`src/rtl/swin_ctrl_pkg.sv`:
```
`default_nettype none
// +--------------------------------------------------------------------------+
// | swin_ctrl_pkg                                                            |
// | Shared constants, config-word field positions and FSM encoding.          |
// | Rev 1.0                                                                  |
// +--------------------------------------------------------------------------+
package swin_ctrl_pkg;

    localparam int CONF_DATA_WIDTH = 19;
    localparam int CONF_ADDR_WIDTH = 9;
    localparam int NUM_LINES       = 3;

    localparam int LAST_BIT  = 18;
    localparam int ROWS_MSB  = 17;
    localparam int ROWS_LSB  = 9;
    localparam int WORDS_MSB = 8;
    localparam int WORDS_LSB = 0;

    typedef logic [2:0] state_t;
    localparam state_t S_IDLE  = 3'd0;
    localparam state_t S_FETCH = 3'd1;
    localparam state_t S_LOAD  = 3'd2;
    localparam state_t S_RUN   = 3'd3;
    localparam state_t S_DONE  = 3'd4;

endpackage
`default_nettype wire

```
`src/rtl/swin_ctrl_if.sv`:
```
`default_nettype none
// +--------------------------------------------------------------------------+
// | swin_ctrl_if                                                             |
// | Config-RAM, pixel-stream and line-BRAM control bundle of swin_ctrl.      |
// | Rev 1.0                                                                  |
// +--------------------------------------------------------------------------+
interface swin_ctrl_if;
    import swin_ctrl_pkg::*;

    logic                       conf_rd_en;
    logic [CONF_ADDR_WIDTH-1:0] conf_addr;
    logic [CONF_DATA_WIDTH-1:0] conf_data;
    logic                       data_in_vld;
    logic                       data_in_rdy;
    logic [NUM_LINES-1:0]       bram_wr_en;
    logic [CONF_ADDR_WIDTH-1:0] bram_addr;
    logic [1:0]                 line_sel;
    logic                       data_out_vld;

    modport master (
        output conf_rd_en, conf_addr,
        input  conf_data,
        input  data_in_vld,
        output data_in_rdy,
        output bram_wr_en, bram_addr, line_sel, data_out_vld
    );

    modport slave (
        input  conf_rd_en, conf_addr,
        output conf_data,
        output data_in_vld,
        input  data_in_rdy,
        input  bram_wr_en, bram_addr, line_sel, data_out_vld
    );

endinterface
`default_nettype wire

```
`src/rtl/swin_line_rot.sv`:
```
`default_nettype none
// +--------------------------------------------------------------------------+
// | swin_line_rot                                                            |
// | Mod-3 newest-line counter, one-hot write-enable decode, line_sel reg.    |
// | Rev 1.0                                                                  |
// +--------------------------------------------------------------------------+
module swin_line_rot
    import swin_ctrl_pkg::*;
(
    input  logic                 clk,
    input  logic                 rst_n,
    input  logic                 clr,
    input  logic                 beat,
    input  logic                 row_end,
    output logic [NUM_LINES-1:0] wr_en,
    output logic [1:0]           line_sel
);
    logic [1:0] r_wline;
    logic [1:0] r_line_sel;

    always_ff @(posedge clk) begin
        if (!rst_n) begin
            r_wline    <= 2'd0;
            r_line_sel <= 2'd0;
        end else begin
            if (clr) begin
                r_wline <= 2'd0;
            end else if (beat && row_end) begin
                r_wline <= (r_wline == 2'd2) ? 2'd0 : r_wline + 2'd1;
            end
            // Registered so it lines up with the one-cycle BRAM read data.
            if (beat) begin
                r_line_sel <= r_wline;
            end
        end
    end

    generate
        for (genvar g = 0; g < NUM_LINES; g++) begin : g_wr_en
            assign wr_en[g] = beat && (r_wline == 2'(g));
        end
    endgenerate

    assign line_sel = r_line_sel;

endmodule
`default_nettype wire

```
`src/rtl/swin_ctrl.sv`:
```
`default_nettype none
// +--------------------------------------------------------------------------+
// | swin_ctrl                                                                |
// | 3-line sliding-window sequencer: walks config RAM, paces pixel beats,    |
// | drives line-BRAM enables/address. Optional SWIN_CTRL_STAT_EN counters.   |
// | Rev 1.0                                                                  |
// +--------------------------------------------------------------------------+
module swin_ctrl
    import swin_ctrl_pkg::*;
(
    input  logic        clk,
    input  logic        rst_n,
    input  logic        start,
    output logic        busy,
    output logic        done,
    output logic        err,
`ifdef SWIN_CTRL_STAT_EN
    output logic [31:0] stat_beats,
    output logic [15:0] stat_drops,
`endif
    swin_ctrl_if.master bus
);
    localparam logic [CONF_ADDR_WIDTH-1:0] c_addr_max = '1;

    state_t                     r_state;
    state_t                     w_state_nxt;
    logic                       r_err;
    logic                       r_last;
    logic                       r_out_vld;
    logic [CONF_ADDR_WIDTH-1:0] r_conf_addr;
    logic [CONF_ADDR_WIDTH-1:0] r_rows;
    logic [CONF_ADDR_WIDTH-1:0] r_words;
    logic [CONF_ADDR_WIDTH-1:0] r_col;
    logic [CONF_ADDR_WIDTH-1:0] r_row;
    logic [CONF_ADDR_WIDTH-1:0] r_grow;
    logic                       w_busy;
    logic                       w_done;
    logic                       w_rd_en;
    logic                       w_rdy;
    logic                       w_accept;
    logic                       w_start_ok;
    logic                       w_col_end;
    logic                       w_entry_end;
    logic                       w_final;
    logic                       w_conf_bad;

    assign w_start_ok  = (r_state == S_IDLE) && start;
    assign w_accept    = w_rdy && bus.data_in_vld;
    assign w_col_end   = (r_col == r_words - 9'd1);
    assign w_entry_end = w_col_end && (r_row == r_rows - 9'd1);
    assign w_final     = r_last || (r_conf_addr == c_addr_max);
    assign w_conf_bad  = (bus.conf_data[ROWS_MSB:ROWS_LSB] == '0) ||
                         (bus.conf_data[WORDS_MSB:WORDS_LSB] == '0);

    always_ff @(posedge clk) begin
        if (!rst_n) begin
            r_state <= S_IDLE;
        end else begin
            r_state <= w_state_nxt;
        end
    end

    always_comb begin
        w_state_nxt = r_state;
        w_busy      = 1'b0;
        w_done      = 1'b0;
        w_rd_en     = 1'b0;
        w_rdy       = 1'b0;
        case (r_state)
            S_IDLE: begin
                if (start) w_state_nxt = S_FETCH;
            end
            S_FETCH: begin
                w_busy      = 1'b1;
                w_rd_en     = 1'b1;
                w_state_nxt = S_LOAD;
            end
            S_LOAD: begin
                w_busy      = 1'b1;
                w_state_nxt = w_conf_bad ? S_DONE : S_RUN;
            end
            S_RUN: begin
                w_busy = 1'b1;
                w_rdy  = 1'b1;
                if (bus.data_in_vld && w_entry_end) begin
                    w_state_nxt = w_final ? S_DONE : S_FETCH;
                end
            end
            S_DONE: begin
                w_done      = 1'b1;
                w_state_nxt = S_IDLE;
            end
            default: w_state_nxt = S_IDLE;
        endcase
    end

    always_ff @(posedge clk) begin
        if (!rst_n) begin
            r_err       <= 1'b0;
            r_last      <= 1'b0;
            r_out_vld   <= 1'b0;
            r_conf_addr <= '0;
            r_rows      <= '0;
            r_words     <= '0;
            r_col       <= '0;
            r_row       <= '0;
            r_grow      <= '0;
        end else begin
            if (w_start_ok) begin
                r_err       <= 1'b0;
                r_conf_addr <= '0;
                r_grow      <= '0;
            end
            if (r_state == S_LOAD) begin
                r_last  <= bus.conf_data[LAST_BIT];
                r_rows  <= bus.conf_data[ROWS_MSB:ROWS_LSB];
                r_words <= bus.conf_data[WORDS_MSB:WORDS_LSB];
                r_col   <= '0;
                r_row   <= '0;
                if (w_conf_bad) r_err <= 1'b1;
            end
            if (w_accept) begin
                if (w_col_end) begin
                    r_col <= '0;
                    r_row <= r_row + 9'd1;
                    if (r_grow != c_addr_max) r_grow <= r_grow + 9'd1;
                end else begin
                    r_col <= r_col + 9'd1;
                end
                if (w_entry_end && !w_final) begin
                    r_conf_addr <= r_conf_addr + 9'd1;
                end
            end
            // Window is complete only once two earlier rows sit in the other lines.
            r_out_vld <= w_accept && (r_grow >= 9'd2);
        end
    end

    swin_line_rot u_line_rot (
        .clk      (clk),
        .rst_n    (rst_n),
        .clr      (w_start_ok),
        .beat     (w_accept),
        .row_end  (w_col_end),
        .wr_en    (bus.bram_wr_en),
        .line_sel (bus.line_sel)
    );

`ifdef SWIN_CTRL_STAT_EN
    logic [31:0] r_stat_beats;
    logic [15:0] r_stat_drops;

    always_ff @(posedge clk) begin
        if (!rst_n || w_start_ok) begin
            r_stat_beats <= '0;
            r_stat_drops <= '0;
        end else begin
            if (w_accept) r_stat_beats <= r_stat_beats + 32'd1;
            if (w_busy && bus.data_in_vld && !w_rdy && (r_stat_drops != 16'hFFFF)) begin
                r_stat_drops <= r_stat_drops + 16'd1;
            end
        end
    end

    assign stat_beats = r_stat_beats;
    assign stat_drops = r_stat_drops;
`endif

    assign busy             = w_busy;
    assign done             = w_done;
    assign err              = r_err;
    assign bus.conf_rd_en   = w_rd_en;
    assign bus.conf_addr    = r_conf_addr;
    assign bus.data_in_rdy  = w_rdy;
    assign bus.bram_addr    = r_col;
    assign bus.data_out_vld = r_out_vld;

endmodule
`default_nettype wire

```
`src/flat_wrapper.sv`:
```
// flat-port wrapper written by rule: the top's interface ports become plain ports
module swin_ctrl_flat import swin_ctrl_pkg::*;
  (clk, rst_n, start, busy, done, err, bus_conf_rd_en, bus_conf_addr, bus_conf_data, bus_data_in_vld, bus_data_in_rdy, bus_bram_wr_en, bus_bram_addr, bus_line_sel, bus_data_out_vld);
  swin_ctrl_if bus_i ();
  input  logic clk;
  input  logic rst_n;
  input  logic start;
  output logic busy;
  output logic done;
  output logic err;
  output wire logic [$bits(bus_i.conf_rd_en)-1:0] bus_conf_rd_en;
  output wire logic [$bits(bus_i.conf_addr)-1:0] bus_conf_addr;
  input wire logic [$bits(bus_i.conf_data)-1:0] bus_conf_data;
  input wire logic [$bits(bus_i.data_in_vld)-1:0] bus_data_in_vld;
  output wire logic [$bits(bus_i.data_in_rdy)-1:0] bus_data_in_rdy;
  output wire logic [$bits(bus_i.bram_wr_en)-1:0] bus_bram_wr_en;
  output wire logic [$bits(bus_i.bram_addr)-1:0] bus_bram_addr;
  output wire logic [$bits(bus_i.line_sel)-1:0] bus_line_sel;
  output wire logic [$bits(bus_i.data_out_vld)-1:0] bus_data_out_vld;
  assign bus_conf_rd_en = bus_i.conf_rd_en;
  assign bus_conf_addr = bus_i.conf_addr;
  assign bus_i.conf_data = bus_conf_data;
  assign bus_i.data_in_vld = bus_data_in_vld;
  assign bus_data_in_rdy = bus_i.data_in_rdy;
  assign bus_bram_wr_en = bus_i.bram_wr_en;
  assign bus_bram_addr = bus_i.bram_addr;
  assign bus_line_sel = bus_i.line_sel;
  assign bus_data_out_vld = bus_i.data_out_vld;
  swin_ctrl u_core (.clk(clk), .rst_n(rst_n), .start(start), .busy(busy), .done(done), .err(err), .bus(bus_i));
endmodule
```
`config.mk`:
```
export PLATFORM = sky130hd
export DESIGN_NAME = swin_ctrl_flat
export DESIGN_NICKNAME = d
export VERILOG_FILES = /design/src/rtl/swin_ctrl_pkg.sv /design/src/rtl/swin_ctrl_if.sv /design/src/rtl/swin_line_rot.sv /design/src/rtl/swin_ctrl.sv /design/src/flat_wrapper.sv
export SDC_FILE = /design/constraint.sdc
export NUM_CORES = 1
export LEC_CHECK = 0
export ABC_AREA = 1
export CORE_MARGIN = 10
export CORE_UTILIZATION = 50
export CTS_CLUSTER_DIAMETER = 50
export DETAILED_ROUTE_END_ITERATION = 6
export PLACE_DENSITY = 0.73
export SLEW_MARGIN = 0
export SYNTH_ARGS = -nofsm -noshare
export SYNTH_HDL_FRONTEND = slang
export SYNTH_SLANG_ARGS = --single-unit
```
`constraint.sdc`:
```
create_clock -name clk -period 2.7 [get_ports clk]
set_input_delay 0.81 -clock clk [delete_from_list [all_inputs] [get_ports clk]]
set_output_delay 0.81 -clock clk [all_outputs]
set_load 0.02 [all_outputs]
```
Word level (Yosys, flattened, before mapping)
Index checks and enable logic that the tools add are counted.

Multiplexer cells: 26. Bitwise logic cells: 1. Order comparisons: 1. Equal/unequal tests: 12. Reductions and logical operators: 21. $add $sub $neg: 7.

Operators by type and width (count): 9-bit two-way mux (13); 9-bit by 1-bit adder with 9-bit output (second input constant) (4); 9-bit equality test (2); 9-bit logical NOT (2); 9-bit by 1-bit subtractor with 9-bit output (second input constant) (2); 3-bit two-way mux (4); 3-bit case mux with 4 select lines (1); 1-bit logical AND (10); 9-bit equality test (second input constant) (1); 9-bit by 2-bit >= comparator with 1-bit output (second input constant) (1); 9-bit != test (second input constant) (1); 1-bit two-way mux (7); 3-bit by 2-bit equality test with 1-bit output (second input constant) (2); 3-bit by 1-bit equality test with 1-bit output (second input constant) (1); 3-bit equality test (second input constant) (1); 3-bit logical NOT (1); 3-bit OR reduction (1); 2-bit by 1-bit adder with 2-bit output (second input constant) (1); 2-bit by 1-bit equality test with 1-bit output (second input constant) (1); 2-bit equality test (second input constant) (1); 2-bit logical NOT (1); 1-bit logical OR (2); 2-bit two-way mux (1); 2-bit by 1-bit != test with 1-bit output (second input constant) (1); 6 further kinds (6).

Output and inout port bits: 29. Flip-flop bits (word level): 64. Logic and storage cells: 80.

Longest topological paths before layout
Word-level depth: 6. Mapped depth: 16.

By module
From an unflattened synthesis, not the netlist that was laid out.

Cells, all modules: 629. Area, all modules: 3995.1 um2.

Modules (own cells, without submodules): swin_ctrl (area an instance 3813.7 um2, instances 1, seq. area each 1201.2 um2, cells each 601); swin_line_rot (area an instance 181.4 um2, instances 1, seq. area each 80.1 um2, cells each 28).

Worst setup path after synthesis
No wires, ideal clock.

Path type: input to output. Start point: in bus_data_in_vld. End point: out bus_bram_wr_en[1]. Path buffers: 1. Slack: -0.018 ns. Stages: 5. Arrival: 1.908 ns. Cells stage by stage: clkbuf_1 > nand2_2 > inv_1 > nand2_1 > nor2_1.

Word-level cells in the longest chain between the ends: 2.

RTL lines: start: declaration (line flat_wrapper.sv:14) `input wire logic [$bits(bus_i.data_in_vld)-1:0] bus_data_in_vld;`; 1-bit logical AND (line swin_ctrl.sv:48) `assign w_accept = w_rdy && bus.data_in_vld;`; 1-bit logical AND (line swin_line_rot.sv:40) `assign wr_en[g] = beat && (r_wline == 2'(g));`; end: declaration (line flat_wrapper.sv:16) `output wire logic [$bits(bus_i.bram_wr_en)-1:0] bus_bram_wr_en;`.

Every way passes these cells.

Worst setup path after layout
Ends and elaborated chain as after synthesis.

==> results.md <==
* Worst R2R End: u_core.bus.conf_addr[3]$_SDFF_PN0_
* Worst R2R Path Depth at 15
* Max IR drop VDD at 0.594 mV
* Clock share of power at 26.6%
* Crit-path cells: clkdlybuf4s50_1 > nand2_2 > inv_1 > nand2_1 > nor2_2 > buf_4
* Sequential fraction of the synthesis area at 32.4%
* Fin crit share at about 98%
* # hold bufs at CTS at 0
* Fin crit period at about 2.6 ns
* Placed cells at 780
* Crit path kind: primary input to primary output
* Area Growth Syn to Fin at 23.3%
* Core ar. at 7730 um2
* CP startpoint kind: primary input
* Complex-gate fraction of the synthesized area at 11.0%
* Drt drc at 0
* Psw at 1.48 mW
* Post-Synthesis Cell Area at 3960 um2
* R2R setup slack at 0.37 ns
* Cell count after synthesis at 623
* Largest net degree at the start of global routing at 24
* Fraction of layout cells with a size suffix above 1 at between 8 and 9%
* Grt met1 use at 21.3%
* Min-Delay Endpoint: u_core.err$_SDFF_PN0_
* Synth Net Count at 655
* Overall die height at between 100 and 150 um
* Family with the most delay on the worst path: buffers and inverters
* Initial Util at between 50 and 60%
* CP arrival at approximately 1.8 ns
* CP peak stage delay at 0.49 ns
* Synth top area share at 32.4%
* Post-synth EDFFs at 0
* Worst skew pair latency at 0.35 ns
* I/O pins at between 50 and 60
* Starting DRC count in detailed routing at around 180
* Global route overflow at 0
* Area leader, netlist: dfxtp_1
* Final hold violations at 0
* Async SR Flop Fraction at 0%
* Rel. slew slack at 57.3%
* Lkg Pwr at 2.24 nW
* Vias in the first global route at 3892
* Top cells by area, synth: dfxtp_1 32%, nand2_1 16%, inv_1 8.2%
* Max-cap violations at 0
* Vias post-DR at 4057
* Netlist cell types at 32
* Sw Share at about two fifths
* Final Wtd Congestion at 0.885
* Clock Skew at 0.00898 ns
* Die width at ~110 um
* Worst-margin pin slew at approximately 0.64 ns
* CTS sink count at 64
* Pre-CTS setup slack at -0.411 ns
* Worst Path Max Fanout at 3
* Critical Path End Type: primary output
* Adder-cell share of the synthesized area at 2.84%
* Final Instance Count excl. Fillers at 796
* Slew Limit Fails at 0
* Antenna Cells at 0
* Vias/cell at 5.10
* Dpl hpwl at 7.90 mm
* Fill cells at 698
* Port Buffers at about 50
* Die area at approximately 12000 um2
* Final setup margin at 0.0567 ns
* Top-count cell post-synth: nand2_1
* Req. time, crit path at 1.89 ns
* Flop pwr share at 31.4%
* Synthesized flop and latch total at 64
* Primary FF master, synth: dfxtp_1
* Cell internal pwr at 2.11 mW
* Cell Pwr Density at about 740 nW/um2
* Pre-antenna DRT Iters at 5
* Worst-path clk slew at 0.07 ns
* Crit-path slowest cell: clkdlybuf4s50_1
* Met3 usage at 5.13%
* Final net count at 721
* Multi-input gate area at 2280 um2
* Routed wire length per instance at 12.9 um
* Setup repair bufs after CTS at 0
* Finish-stage setup viols at 0
* Synth Area in XOR/XNOR at under 10%
* Initial antenna violation count at 0
* CP bufs+invs at 3
* Status: completed
* Hold Crit Depth at 2
* Max Clock Freq at 0.378 GHz
* GRT met2 Usage at 30.1%
* Hold Path Class: flip-flop to flip-flop
* Min-delay src: u_core.err$_SDFF_PN0_
* Combinational share of power at 41.9%
* TNS Setup at 0 ns
* Reg2reg start: u_core.r_words[1]$_SDFFE_PN0P_
* CTS HTree Levels at 3
* Gr busiest metal: met2
* Post-Syn Area per Cell at 6.35 um2
* Main combinational cell family by area after synthesis: simple AND/OR/NAND/NOR gates
* GRT Overall Usage at roughly 18%
* RSZ-0062 raised after global routing: yes
* First-pass GRT wire length at 17.3 mm
* Sequential cell area at 1280 um2
* Cell Rows at 32
* CTS Buf Count at 9
* TritonCTS clock tree: built
* Antenna viol nets, final at 0
* WL final at 10.3 mm
* Most frequent cells after synthesis: 169 x nand2_1, 86 x inv_1, 65 x nor2_1
* Max Root-Sink Buffers at 2
* Multiplexer share of the synthesized area at 0%
* Yosys warns at 0
* Clk root buf: clkbuf_8
* Fin util at 63.1%
* Simple-gate share of the synthesized area at 37.3%
-- layer usage --
layer	vias to the layer above	routed length [um]
met2	88	4840
met4	0	116
met3	8	657
met1	1831	4660
li1	2130	-
met5	-	0
-- cells in the final DEF, fill, tap and decap left out, types with 9 or more instances in the layout --
| cell type | instances |
|---|---|
| a21oi_1 | 38 |
| clkdlybuf4s50_1 | 48 |
| xor2_1 | 23 |
| clkbuf_8 | 10 |
| o21ai_0 | 31 |
| buf_4 | 16 |
| nand3_1 | 48 |
| ha_1 | 9 |
| nor2_1 | 64 |
| o22ai_1 | 9 |
| nand4_1 | 16 |
| dfxtp_1 | 64 |
| inv_1 | 86 |
| nand2_1 | 169 |
-- power by group through the flow --
stage	clock network (mW)	registers (mW)	logic [mW]
after floorplan	0	1.13	1.13
after global placement	0	1.15	1.44
after detailed placement	0	1.15	1.48
after CTS	0.974	1.13	1.49
after global routing	1.01	1.14	1.71
final	0.956	1.13	1.51
-- cells by family after synthesis --
family	after synthesis
AO/OA/AOI/OAI	83
XOR/XNOR	29
adder cells (fa/ha/maj)	9
buffers and inverters	104
flip-flops	64
AND/OR/NAND/NOR	334
-- sequential cells by signal, summed over array words and instances, names as in the netlist --
| name | cells |
|---|---|
| u_core.bus.data_out_vld | 1 |
| u_core.bus.bram_addr | 9 |
| u_core.r_grow | 9 |
| u_core.bus.conf_addr | 9 |
| u_core.r_row | 9 |
| u_core.r_words | 9 |
| u_core.err | 1 |
| u_core.r_rows | 9 |
| u_core.u_line_rot.line_sel | 2 |
| u_core.r_state | 3 |
| u_core.r_last | 1 |
| u_core.u_line_rot.r_wline | 2 |
-- worst max path at each step --
stage,start,end,slack (ns),cells after the start
6_report,bus_data_in_vld,bus_bram_wr_en[1],0.06,6
5_1_grt,bus_data_in_vld,bus_bram_wr_en[1],-0.02,6
4_1_cts,bus_data_in_vld,bus_bram_wr_en[0],0.01,5
3_5_place_dp,bus_data_in_vld,bus_bram_wr_en[1],-0.41,6
3_3_place_gp,bus_data_in_vld,bus_bram_wr_en[1],-0.36,6
2_1_floorplan,bus_data_in_vld,bus_bram_wr_en[2],0.01,5
-- stage by stage --
step	total power, mW	hold slack, ns	cell area (um2)
finish	3.59	0.458	4880
global route	3.87	0.505	4880
CTS	3.59	0.460	4880
detailed placement	2.63	0.445	4660
global placement	2.59	0.447	4660
floorplan	2.26	0.455	3960
-- tightest hold or removal path, stage by stage (launching register included) --
cell	delay, ns
dfxtp_1	0.31
nand2_1	0.06
nand2_1	0.05
-- timing repair --
item | in CTS | in global routing
setup endpoints to repair | 3 | 2
resized for setup | 11 | 2
gates cloned | 0 | 0
-- final cells by class --
cell class / count / share of cell area [%]
clock buffer: 10 / 2.82
clock inverter: 6 / 1.90
inverter: 93 / 7.15
multi-input combinational: 455 / 46.7
sequential: 64 / 26.3
tap: 102 / 2.62
timing repair buffer: 66 / 12.5
(Power assumes the default switching activity.)
==> variant, RTL diff (config.mk and constraints unchanged) <==
`NUM_LINES`: 3 -> 2.
--- a/src/rtl/swin_ctrl_pkg.sv
+++ b/src/rtl/swin_ctrl_pkg.sv
@@ -10,3 +10,3 @@
     localparam int CONF_ADDR_WIDTH = 9;
-    localparam int NUM_LINES       = 3;
+    localparam int NUM_LINES       = 2;
 
Ports: changed (resized bus_bram_wr_en); port bits go from 52 to 51. No check against the original RTL was run, so the function may have changed too.
==> variant against the original RTL <==
- wire length increased by 7.7%
- cell count increased by 3.0%
- count of clock-buffer cells in the layout increased by 2
- power decreased by 4.4%
- synthesized area increased by 4.1%
- sequential cell count unchanged
- worst setup slack improved by 0.12 ns
- design area increased by 1.7%
- non-clock buffer count decreased by 2
- first-iteration DRC count increased by 4.4%
- critical path type is now reg -> out
==> variant: results (changes against the original RTL) <==
Run status
  • Status: complete, no violations

Route
  • Total wire length: 11.1 mm (+7.7%)
  • First-pass DRT Iterations: 4 (-1)
  • First-iteration detailed-routing DRC count: 189 (+4.4%)
  • Via count: 4260 (+5.0%)
  • Vias per cell: 5.20 (+1.9%)

Global route
  • GRT Overall Usage: 18.0% (+0.24 points)
  • Vias in the first global route: 4174 (+7.2%)
  • Largest net degree at the start of global routing: 39 (+63%)
  • First-pass GRT wire length: 19.1 mm (+10%)

Place
  • Final RePlAce weighted congestion: 0.892 (+0.78%)
  • Post-DP HPWL: 8.41 mm (+6.4%)
  • Placed Cells: 804 (+3.1%)
  • Dpl ws: -0.563 ns (-0.152 ns)
  • Port Buf Inserts: 50 (-2.0%)

Layout
  • Share of cells above drive strength 1: 8.25% (-0.25 points)
  • Fillers: 779 (+12%)

Setup path
  • Max incr delay on CP: 0.60 ns (+0.11 ns)
  • Worst r2r src: u_core.r_words[0]
  • Crit path launch: u_core.r_state[2]
  • RR Endpoint: u_core.r_grow[6]

Power
  • Pleak: 2.24 nW (-0.10%)

Synth
  • Syn_nets: 688 (+5.0%)
  • Synth top cells by count: nand2_1, inv_1, nor2_1
  • Syn Inst Count: 656 (+5.3%)

STA
  • Fin crit share: 93.6% (-4.3 points)
  • Worst Max-Slew Pin Slew: 1.06 ns (+0.419 ns)
==> variant: cell count changes after synthesis, moves of 5 or more <==
cell     before  now
nand2_1     169  194
nor2_1       65   76
xor2_1       23   15
nand3_1      48   41
o22ai_1       9    2
a21oi_1      38   44
buf_2         1    7
inv_1        86   81
xnor2_1       6   11
==> variant: how the worst min path moves through the flow <==
| stage | from | end | slack [ns] |
|---|---|---|---|
| 2_1_floorplan | u_core.r_words[1] | u_core.r_words[1] | 0.45 |
| 3_3_place_gp | u_core.u_line_rot.line_sel[1] | u_core.u_line_rot.line_sel[1] | 0.45 |
| 3_5_place_dp | u_core.err | u_core.err | 0.46 |
| 4_1_cts | u_core.u_line_rot.line_sel[1] | u_core.u_line_rot.line_sel[1] | 0.47 |
| 5_1_grt | u_core.err | u_core.err | 0.49 |
| 6_report | u_core.u_line_rot.line_sel[1] | u_core.u_line_rot.line_sel[1] | 0.47 |
==> variant: cell type report <==
type,count,share of cell area [%]
timing repair buffer,64,12.1
sequential,64,25.8
clock inverter,4,0.555
clock buffer,12,3.33
tap,105,2.65
multi-input combinational,487,49.2
inverter,84,6.35
==> variant: timing repair <==
item / CTS / global route
endpoints found under the setup margin: 2 / 0
hold endpoints to repair: 0 / 0
gates resized for setup: 15 / 0
==> variant: metal layers <==
metal | wire length, µm | track usage, % | vias to the layer above
li1 | - | - | 2198
met1 | 4940 | 21.2 | 1957
met2 | 5330 | 31.2 | 86
met3 | 622 | 4.55 | 19
met4 | 178 | 5.38 | 0
met5 | 0 | 0 | -
==> variant: power groups by stage <==
stage	logic, mW	clock network (mW)	registers (mW)
floorplan	1.11	0	1.15
global placement	1.43	0	1.16
detailed placement	1.46	0	1.16
CTS	1.48	0.813	1.14
global route	1.69	0.859	1.16
finish	1.49	0.799	1.15
==> variant: worst min-delay path: stages, from the launching register on <==
cell and delay [ns]:
dfxtp_1 0.31, nand2_1 0.06, a21oi_1 0.05
==> variant: through the flow <==
step	utilization, %	area [µm²]
after floorplan	-	4120
after global placement	58.6	4770
after detailed placement	58.6	4770
after CTS	61.0	4960
after global routing	61.0	4960
final	61.0	4960
==> variant: cells by family (layout without fill, tap and decap cells) <==
logic type | after synthesis | in the layout | share of synthesized area, %
AND/OR/NAND/NOR | 361 | 361 | 38.4
buffers and inverters | 105 | 164 | 9.87
AO/OA/AOI/OAI | 91 | 91 | 12.4
flip-flops | 64 | 64 | 31.1
XOR/XNOR | 26 | 26 | 5.53
adder cells (fa/ha/maj) | 9 | 9 | 2.73
